--- src/rtl/alu_seq_pkg.sv ---
// Shared definitions for the ALU operation sequencer: state encoding,
// Mux1/Mux2 select codes, command record and default widths.
package alu_seq_pkg;

    localparam int DEF_WIDTH = 6;
    localparam int DEF_REP_W = 4;

    typedef enum logic [1:0] {
        ST_IDLE = 2'd0,
        ST_LOAD = 2'd1,
        ST_EXEC = 2'd2,
        ST_DONE = 2'd3
    } state_e;

    // Mux1 (operand) select codes
    localparam logic [1:0] OPT_R2   = 2'b00;
    localparam logic [1:0] OPT_NR2  = 2'b01;
    localparam logic [1:0] OPT_R1   = 2'b10;
    localparam logic [1:0] OPT_ONES = 2'b11;

    // Mux2 (carry flip-flop source) select codes
    localparam logic [1:0] CSEL_ZERO = 2'b00;
    localparam logic [1:0] CSEL_HOLD = 2'b01;
    localparam logic [1:0] CSEL_SEED = 2'b10;
    localparam logic [1:0] CSEL_COUT = 2'b11;

    // Command fields captured when a start is accepted
    typedef struct packed {
        logic [1:0] opt;
        logic       cin;
        logic       chain;
    } cmd_t;

endpackage

--- src/rtl/alu_seq_rep_cnt.sv ---
// Loadable down-counter for the EXEC repeat count. 'last' flags the final
// EXEC cycle (count == 1). The counter stops at zero.
module alu_seq_rep_cnt #(
    parameter int W = 4
) (
    input  logic         clk,
    input  logic         reset,
    input  logic         load,
    input  logic [W-1:0] load_val,
    input  logic         dec,
    output logic         last
);

    logic [W-1:0] cnt_q, cnt_d;

    // Next count: load wins over decrement; never wrap below zero
    always_comb begin
        cnt_d = cnt_q;
        if (load) begin
            cnt_d = load_val;
        end else if (dec && (cnt_q != '0)) begin
            cnt_d = cnt_q - 1'b1;
        end
    end

    // Count register
    // NOTE: sequential state uses non-blocking (<=) so every flop samples
    // pre-edge values; blocking here would create order-dependent races.
    always_ff @(posedge clk or negedge reset) begin
        if (!reset) begin
            cnt_q <= '0;
        end else begin
            cnt_q <= cnt_d;
        end
    end

    assign last = (cnt_q == W'(1));

endmodule

--- src/rtl/alu_op_sequencer.sv ---
// Command-driven sequencer for the Bit6Alu datapath.
// IDLE -> LOAD -> EXEC (x max(rep,1)) -> DONE -> IDLE, Moore outputs decoded
// from the state register and the latched command.
// Optional feature: define ALU_SEQ_OVF_EN to build the sticky carry-out
// flag 'ovf'; otherwise ovf is tied low and fa_cout is ignored.
module alu_op_sequencer
    import alu_seq_pkg::*;
#(
    parameter int REP_W = DEF_REP_W
) (
    input  logic             clk,
    input  logic             reset,
    input  logic             start,
    input  logic [1:0]       cmd_opt,
    input  logic             cmd_cin,
    input  logic             cmd_chain,
    input  logic [REP_W-1:0] cmd_rep,
    input  logic             fa_cout,
    output logic             load,
    output logic             hold,
    output logic             shift,
    output logic [1:0]       opt,
    output logic             opt2,
    output logic [1:0]       c,
    output logic             busy,
    output logic             done,
    output logic             ovf
);

    state_e           state_q, state_d;
    cmd_t             cmd_q, cmd_d;
    logic             accept;
    logic             cnt_last;
    logic [REP_W-1:0] rep_eff;

    // A start is only seen in IDLE; anywhere else it is dropped, not queued.
    assign accept  = (state_q == ST_IDLE) && start;
    // A repeat count of zero still executes one write-back cycle.
    assign rep_eff = (cmd_rep == '0) ? REP_W'(1) : cmd_rep;

    alu_seq_rep_cnt #(
        .W (REP_W)
    ) u_rep_cnt (
        .clk      (clk),
        .reset    (reset),
        .load     (accept),
        .load_val (rep_eff),
        .dec      (state_q == ST_EXEC),
        .last     (cnt_last)
    );

    // Next state and command capture
    // NOTE: every always_comb output gets a default first, so no path can
    // leave it unassigned and infer a latch.
    always_comb begin
        state_d = state_q;
        cmd_d   = cmd_q;
        case (state_q)
            ST_IDLE: begin
                if (accept) begin
                    cmd_d   = '{opt: cmd_opt, cin: cmd_cin, chain: cmd_chain};
                    state_d = ST_LOAD;
                end
            end
            ST_LOAD: state_d = ST_EXEC;
            ST_EXEC: if (cnt_last) state_d = ST_DONE;
            ST_DONE: state_d = ST_IDLE;
            default: state_d = ST_IDLE;
        endcase
    end

    // State and command registers
    always_ff @(posedge clk or negedge reset) begin
        if (!reset) begin
            state_q <= ST_IDLE;
            cmd_q   <= '0;
        end else begin
            state_q <= state_d;
            cmd_q   <= cmd_d;
        end
    end

    // Moore output decode; idle/done defaults keep the datapath holding
    always_comb begin
        load  = 1'b0;
        hold  = 1'b1;
        shift = 1'b0;
        opt   = OPT_R2;
        opt2  = 1'b0;
        c     = CSEL_ZERO;
        busy  = 1'b0;
        done  = 1'b0;
        case (state_q)
            ST_LOAD: begin
                load = 1'b1;
                hold = 1'b0;
                opt  = cmd_q.opt;
                opt2 = cmd_q.cin;
                c    = CSEL_SEED;
                busy = 1'b1;
            end
            ST_EXEC: begin
                shift = 1'b1;
                hold  = 1'b0;
                opt   = cmd_q.opt;
                opt2  = cmd_q.cin;
                c     = cmd_q.chain ? CSEL_COUT : CSEL_SEED;
                busy  = 1'b1;
            end
            ST_DONE: done = 1'b1;
            default: ;
        endcase
    end

`ifdef ALU_SEQ_OVF_EN
    logic ovf_q, ovf_d;

    // Sticky carry-out: cleared entering LOAD, accumulates over EXEC
    always_comb begin
        ovf_d = ovf_q;
        if (accept) begin
            ovf_d = 1'b0;
        end else if (state_q == ST_EXEC) begin
            ovf_d = ovf_q | fa_cout;
        end
    end

    // Overflow flag register
    always_ff @(posedge clk or negedge reset) begin
        if (!reset) begin
            ovf_q <= 1'b0;
        end else begin
            ovf_q <= ovf_d;
        end
    end

    assign ovf = ovf_q;
`else
    logic unused_fa_cout;
    assign unused_fa_cout = fa_cout;
    assign ovf            = 1'b0;
`endif

endmodule

--- config.mk ---
export PLATFORM = sky130hd
export DESIGN_NAME = alu_op_sequencer
export DESIGN_NICKNAME = d
export VERILOG_FILES = /design/src/rtl/alu_seq_pkg.sv /design/src/rtl/alu_seq_rep_cnt.sv /design/src/rtl/alu_op_sequencer.sv
export SDC_FILE = /design/constraint.sdc
export NUM_CORES = 1
export LEC_CHECK = 0
export BUFFER_PORTS_ARGS = -buffer_cell sky130_fd_sc_hd__buf_2
export CAP_MARGIN = 15
export CORE_MARGIN = 2
export CORE_UTILIZATION = 47
export DETAILED_ROUTE_END_ITERATION = 7
export HOLD_SLACK_MARGIN = 0.12
export PLACE_DENSITY = 0.76
export SETUP_SLACK_MARGIN = 0.4
export SYNTH_ARGS = -nofsm -noshare
export SYNTH_HDL_FRONTEND = slang
export SYNTH_SLANG_ARGS = --single-unit
--- constraint.sdc ---
create_clock -name clk -period 1.9 [get_ports clk]
set_input_delay 0.285 -clock clk [delete_from_list [all_inputs] [get_ports clk]]
set_output_delay 0.285 -clock clk [all_outputs]
set_load 0.02 [all_outputs]
Yosys cells after proc, flatten, opt, wreduce, memory -nomap -nowiden
Cells that the tools add are included.
{"block": "totals", "ff_bits": 10, "rom_bits": 0, "word_cells": 36, "out_inout_bits": 11, "in_bits": 12, "n_memories": 0, "latchBits": 0, "ram_bits": 0}
{"block": "op_classes", "muxes": 15, "mul": 0, "div": 0, "n_lt_le_gt_ge": 0, "shift": 0, "n_eq_ne": 6, "reduce_logical": 9, "n_bitwise": 0, "addsub": 1}
{"operator": "two-way mux 4 bit", "n": 3}
{"operator": "one-hot mux 2 bit (4 select lines)", "n": 1}
{"operator": "two-way mux 1 bit", "n": 7}
{"operator": "two-way mux 2 bit", "n": 3}
{"operator": "== test 2 bit (second input constant)", "n": 2}
{"operator": "== test 4 x 1 -> 1 bit (second input constant)", "n": 1}
{"operator": "logical NOT 4 bit", "n": 1}
{"operator": "inequality test 2 bit (second input constant)", "n": 2}
{"operator": "one-hot mux 2 bit (2 select lines)", "n": 1}
{"operator": "AND reduction 2 bit", "n": 2}
{"operator": "nonzero test 4 bit", "n": 1}
{"operator": "subtractor 4 x 1 -> 4 bit (second input constant)", "n": 1}
{"operator": "== test 2 x 1 -> 1 bit (second input constant)", "n": 1}
{"operator": "logical AND 1 bit", "n": 2}
{"operator": "logical NOT 2 bit", "n": 1}
{"operator": "nonzero test 2 bit", "n": 1}
{"operator": "OR reduction 2 bit", "n": 1}

Depth between registers and ports, before layout
{"block": "logic_depth", "depth_word": 4, "depth_mapped": 6, "mapped_depth_nobuf": 5}

By module
From an unflattened synthesis, not the netlist that was laid out.
{"block": "unflattened", "cells_unflattened": 68, "hier_area_um2": 699.4}
{"module": "alu_op_sequencer", "seq_area_each_um2": 150.1, "cells_per_inst": 39, "area_per_inst_um2": 416.6, "n_inst": 1}
{"module": "alu_seq_rep_cnt", "seq_area_each_um2": 100.1, "cells_per_inst": 29, "area_per_inst_um2": 282.8, "n_inst": 1}

Least setup slack after synthesis
No wires, ideal clock.
{"block": "synth_timing", "path_type": "reg2reg", "from": "reg state_q[0]", "to": "reg u_rep_cnt.cnt_q[0]", "required_time_ns": 1.818, "arrival_time_ns": 1.446, "path_buffers": 0, "stages_incl_launch_ff": 6, "setup_slack_ns": 0.372, "period_less_slack_ns": 1.528, "setup_time_ns": 0.082, "cell_sequence": "dfrtp_1 inv_1 ha_1 inv_1 or3_1 a31oi_1"}
{"block": "synth_via", "elab_chain_len": 3, "elab_cells_between_ends": 6, "cone_classes": "eq/ne: 1; mux: 1; reduce/logical: 4"}
{"item": "start: declaration", "line": "alu_op_sequencer.sv:30", "source": "state_e state_q, state_d;"}
{"item": "start signal: assignment", "line": "alu_op_sequencer.sv:78", "source": "state_q <= state_d;"}
{"item": "== test 2 bit / logical NOT 2 bit (equally long branches)", "line": "alu_op_sequencer.sv:48, alu_op_sequencer.sv:37"}
{"item": "logical AND 1 bit (on tied branches)", "line": "alu_seq_rep_cnt.sv:21, alu_op_sequencer.sv:37"}
{"item": "nonzero test 2 bit (no line) / two-way mux 4 bit (equally long branches)"}
{"item": "end signal: assignment", "line": "alu_seq_rep_cnt.sv:33", "source": "cnt_q <= cnt_d;"}
{"item": "end: declaration", "line": "alu_seq_rep_cnt.sv:14", "source": "logic [W-1:0] cnt_q, cnt_d;"}
Several ways; a longest one is shown, not always the timed one.
A chain may end at the register's enable or synchronous reset.

Final worst setup path
{"block": "layout_timing", "from": "reg state_q[1]", "to": "out opt[1]"}
{"block": "layout_via", "elab_chain_len": 3, "elab_cells_between_ends": 4, "cone_classes": "eq/ne: 2; mux: 1; reduce/logical: 1"}
{"item": "== test 2 x 1 -> 1 bit / == test 2 bit (equally long branches)", "line": "alu_op_sequencer.sv:93", "source": "case (state_q)"}
{"item": "OR reduction 2 bit (no line) (*)"}
{"item": "two-way mux 2 bit (*)", "line": "alu_op_sequencer.sv:93"}
{"item": "end: declaration", "line": "alu_op_sequencer.sv:22", "source": "output logic [1:0] opt,"}
Mark *: on every way between the ends. The rest lies on a longest branch, timed or not.

==> results_dict.tcl <==
set metrics [dict create \
    cts_buffers 3 \
    synth-seq-cells 10 \
    critPathRequiredTime_ps 1620 \
    synth_cell_type_count 23 \
    remaining_drc_errors 0 \
    grt_use_total_pct 21.7 \
    reg2reg_depth 6 \
    core_um2 1280 \
    die_x_um 40.9 \
    wl_per_cell_um 13.6 \
    power.switching_mw 0.844 \
    regToRegSetupSlack_ps 440 \
    gp_congestion 0.716 \
    pin_count 23 \
    vias 569 \
    cp_slowest_stage_delay_ps 390 \
    drv_cap 0 \
    combPwrFrac_pct 69.2 \
    dp.final_hpwl_um 900 \
    rsz0062_at_grt "yes" \
    setup.worst_path.end "opt[1]" \
    max_freq_mhz 640 \
    dr.pass1.iters 4 \
    postRouteAntennaNets 0 \
    clk_pin_slew_worst_paths_ps 70 \
    synth_edf_count 0 \
    ys.flop_type "dfrtp_1" \
    fillers 88 \
    fin_util_pct 74.4 \
    clkPwrFrac_pct 9.6 \
    yosysTopAreaCell "dfrtp_1" \
    power_mw 2.00 \
    antenna_found_initial 0 \
    yosysSeqAreaShare_pct 39.1 \
    min_from "cmd_chain" \
    dp_cells 95 \
    fin_crit_sh_pct 82.2 \
    r2r-end "u_rep_cnt.cnt_q[1]" \
    layout.cells.non_filler 111 \
    syn_area_um2 639 \
    hold_viol 0 \
    clock_tree.root_cell "clkbuf_4" \
    crit_path_end_kind "output pin" \
    syn-num-nets 83 \
    htreeDepth 1 \
    clock_path_buffers 2 \
    hp-class "input pin to flip-flop" \
    max-vdd-ir-drop_uv 1000 \
    finalSetupViolCount 0 \
    p_leak_nw 0.473 \
    swShare_pct 42.2 \
    worstSetupStartpoint "state_q[1]" \
    synth_area_per_cell_um2 10.1 \
    internal_power_mw 1.16 \
    start_util_pct 49.8 \
    cp_max_fo 6 \
    port_buffers 20 \
    netlist_instances 63 \
    ys_warn_count 0 \
    yosys-top-cells-area "dfrtp_1 (39%), ha_1 (16%), mux2_2 (7.0%)" \
    fin_crit_ps 1560 \
    antenna_cells 0 \
    netlist.area_leader.share_pct 39.1 \
    drv_slew 0 \
    drt_iter0_drc 11 \
    cts.sinks 10 \
    power_frac_seq_pct 21.2 \
    rr_startpoint "state_q[0]" \
    path_cells "inv_2 > ha_4 > and2_4 > buf_6" \
    finClkSkew_ps 9.74 \
    drive_above_1_share_pct 56.3 \
    cp.arrival_ps 1280 \
    rows 13 \
    hold_ws_ps 254 \
    crit_type "flip-flop to output pin" \
    grt_pass1_wl_mm 2.26 \
    slowest_stage "dfrtp_1" \
    routed_wl_mm 1.51 \
    clock_latency_ps 270 \
    die_y_um 40.9 \
    grt_max_degree 13 \
    grt_pass1_vias 481 \
    start_kind "flip-flop" \
    dieArea_um2 1670 \
    grt_overflow 0 \
    setup-tns-final_ps 0 \
    synth-async-reset-ratio_pct 100 \
    area.growth.synth_to_final_pct 49.5 \
    tritoncts "built" \
    outcome "finished, final reports clean" \
    powerDensity_nw_per_um2 2090 \
    routed_via_density 5.13 \
    layout.nets 117 \
]
## synthesized netlist by cell type (2+ instances only)
| cell | number |
|---|---|
| a31oi_1 | 3 |
| and2_1 | 4 |
| buf_4 | 2 |
| dfrtp_1 | 10 |
| ha_1 | 8 |
| inv_1 | 7 |
| mux2_2 | 4 |
| mux2i_1 | 2 |
| nand2_1 | 3 |
| nor2_1 | 4 |
| nor3_1 | 2 |
| o21ai_0 | 2 |
| or3_1 | 2 |
## area by class of cell
| cell class | instances | area, um2 | area share [%] |
|---|---|---|---|
| multi-input combinational | 43 | 394 | 41.2 |
| sequential | 10 | 250 | 26.2 |
| timing repair buffer | 32 | 228 | 23.8 |
| clock buffer | 4 | 36.3 | 3.80 |
| inverter | 7 | 28.8 | 3.01 |
| tap | 15 | 18.8 | 1.96 |
## metal layers
layer | wire, um | vias to the layer above | GRT usage [%]
met3 | 61 | 2 | 8.70
met4 | 10 | 0 | 9.17
li1 | - | 276 | -
met2 | 843 | 15 | 33.6
met1 | 598 | 276 | 26.3
met5 | 0 | - | 0
## critical path, delay by kind of cell (launching register included)
family,cells,cell delay [ps]
DFF,1,390
buffers and inverters,2,230
and+or+nand+nor,1,140
adders and majority gates,1,230
## repair_timing
action / 4_1_cts / 5_1_grt
setup endpoints to repair: 15 / 15
hold endpoints to repair: 10 / 0
buffers inserted: 6 / 5
resized for setup: 17 / 8
hold buffers: 1 / 0
pin swaps: 4 / 5
## cells by family after synthesis
kind of cell | share of synthesized area, %
AOI/OAI and AO/OA | 9.78
and+or+nand+nor | 17.4
DFF | 39.1
buffers and inverters | 7.24
other | 0.587
muxes | 10.2
adders and majority gates | 15.7
## sequential cells by signal, summed over array words and instances (netlist names)
| name | count |
|---|---|
| cmd_q | 4 |
| state_q | 2 |
| u_rep_cnt.cnt_q | 4 |
## how the worst min path moves through the flow
stage / endpoint / cells after the start
2_1_floorplan: cmd_q[0] / 0
3_3_place_gp: state_q[1] / 1
3_5_place_dp: state_q[1] / 1
4_1_cts: cmd_q[0] / 2
5_1_grt: cmd_q[3] / 2
6_report: cmd_q[0] / 2
## metrics by stage
stage               area, um2  setup WS [ps]
floorplan                 642            458
global placement          741            392
detailed placement        741            364
CTS                       895            354
global route              956            277
finish                    956            338
## power by group through the flow
stage / logic, mW / clock network [mW] / registers (mW)
4_1_cts: 1.21 / 0.195 / 0.417
2_1_floorplan: 0.709 / 0 / 0.400
5_1_grt: 1.52 / 0.212 / 0.439
6_report: 1.38 / 0.192 / 0.424
3_5_place_dp: 0.895 / 0 / 0.430
3_3_place_gp: 0.870 / 0 / 0.419
## cells in the final DEF, fill, tap and decap left out, types with 2 or more instances in the layout
| cell | netlist | layout |
|---|---|---|
| a31oi_1 | 3 | 3 |
| ha_1 | 8 | 5 |
| inv_2 | 0 | 3 |
| dfrtp_1 | 10 | 10 |
| o21ai_0 | 2 | 2 |
| mux2_2 | 4 | 4 |
| nor3_1 | 2 | 2 |
| and2_4 | 0 | 3 |
| inv_1 | 7 | 3 |
| buf_2 | 1 | 15 |
| ha_4 | 0 | 2 |
| buf_4 | 2 | 10 |
| mux2i_1 | 2 | 2 |
| buf_6 | 0 | 6 |
| clkbuf_4 | 0 | 3 |
| or3_1 | 2 | 2 |
| nor2_1 | 4 | 4 |
| nand2_1 | 3 | 2 |
(Power assumes the default switching activity.)
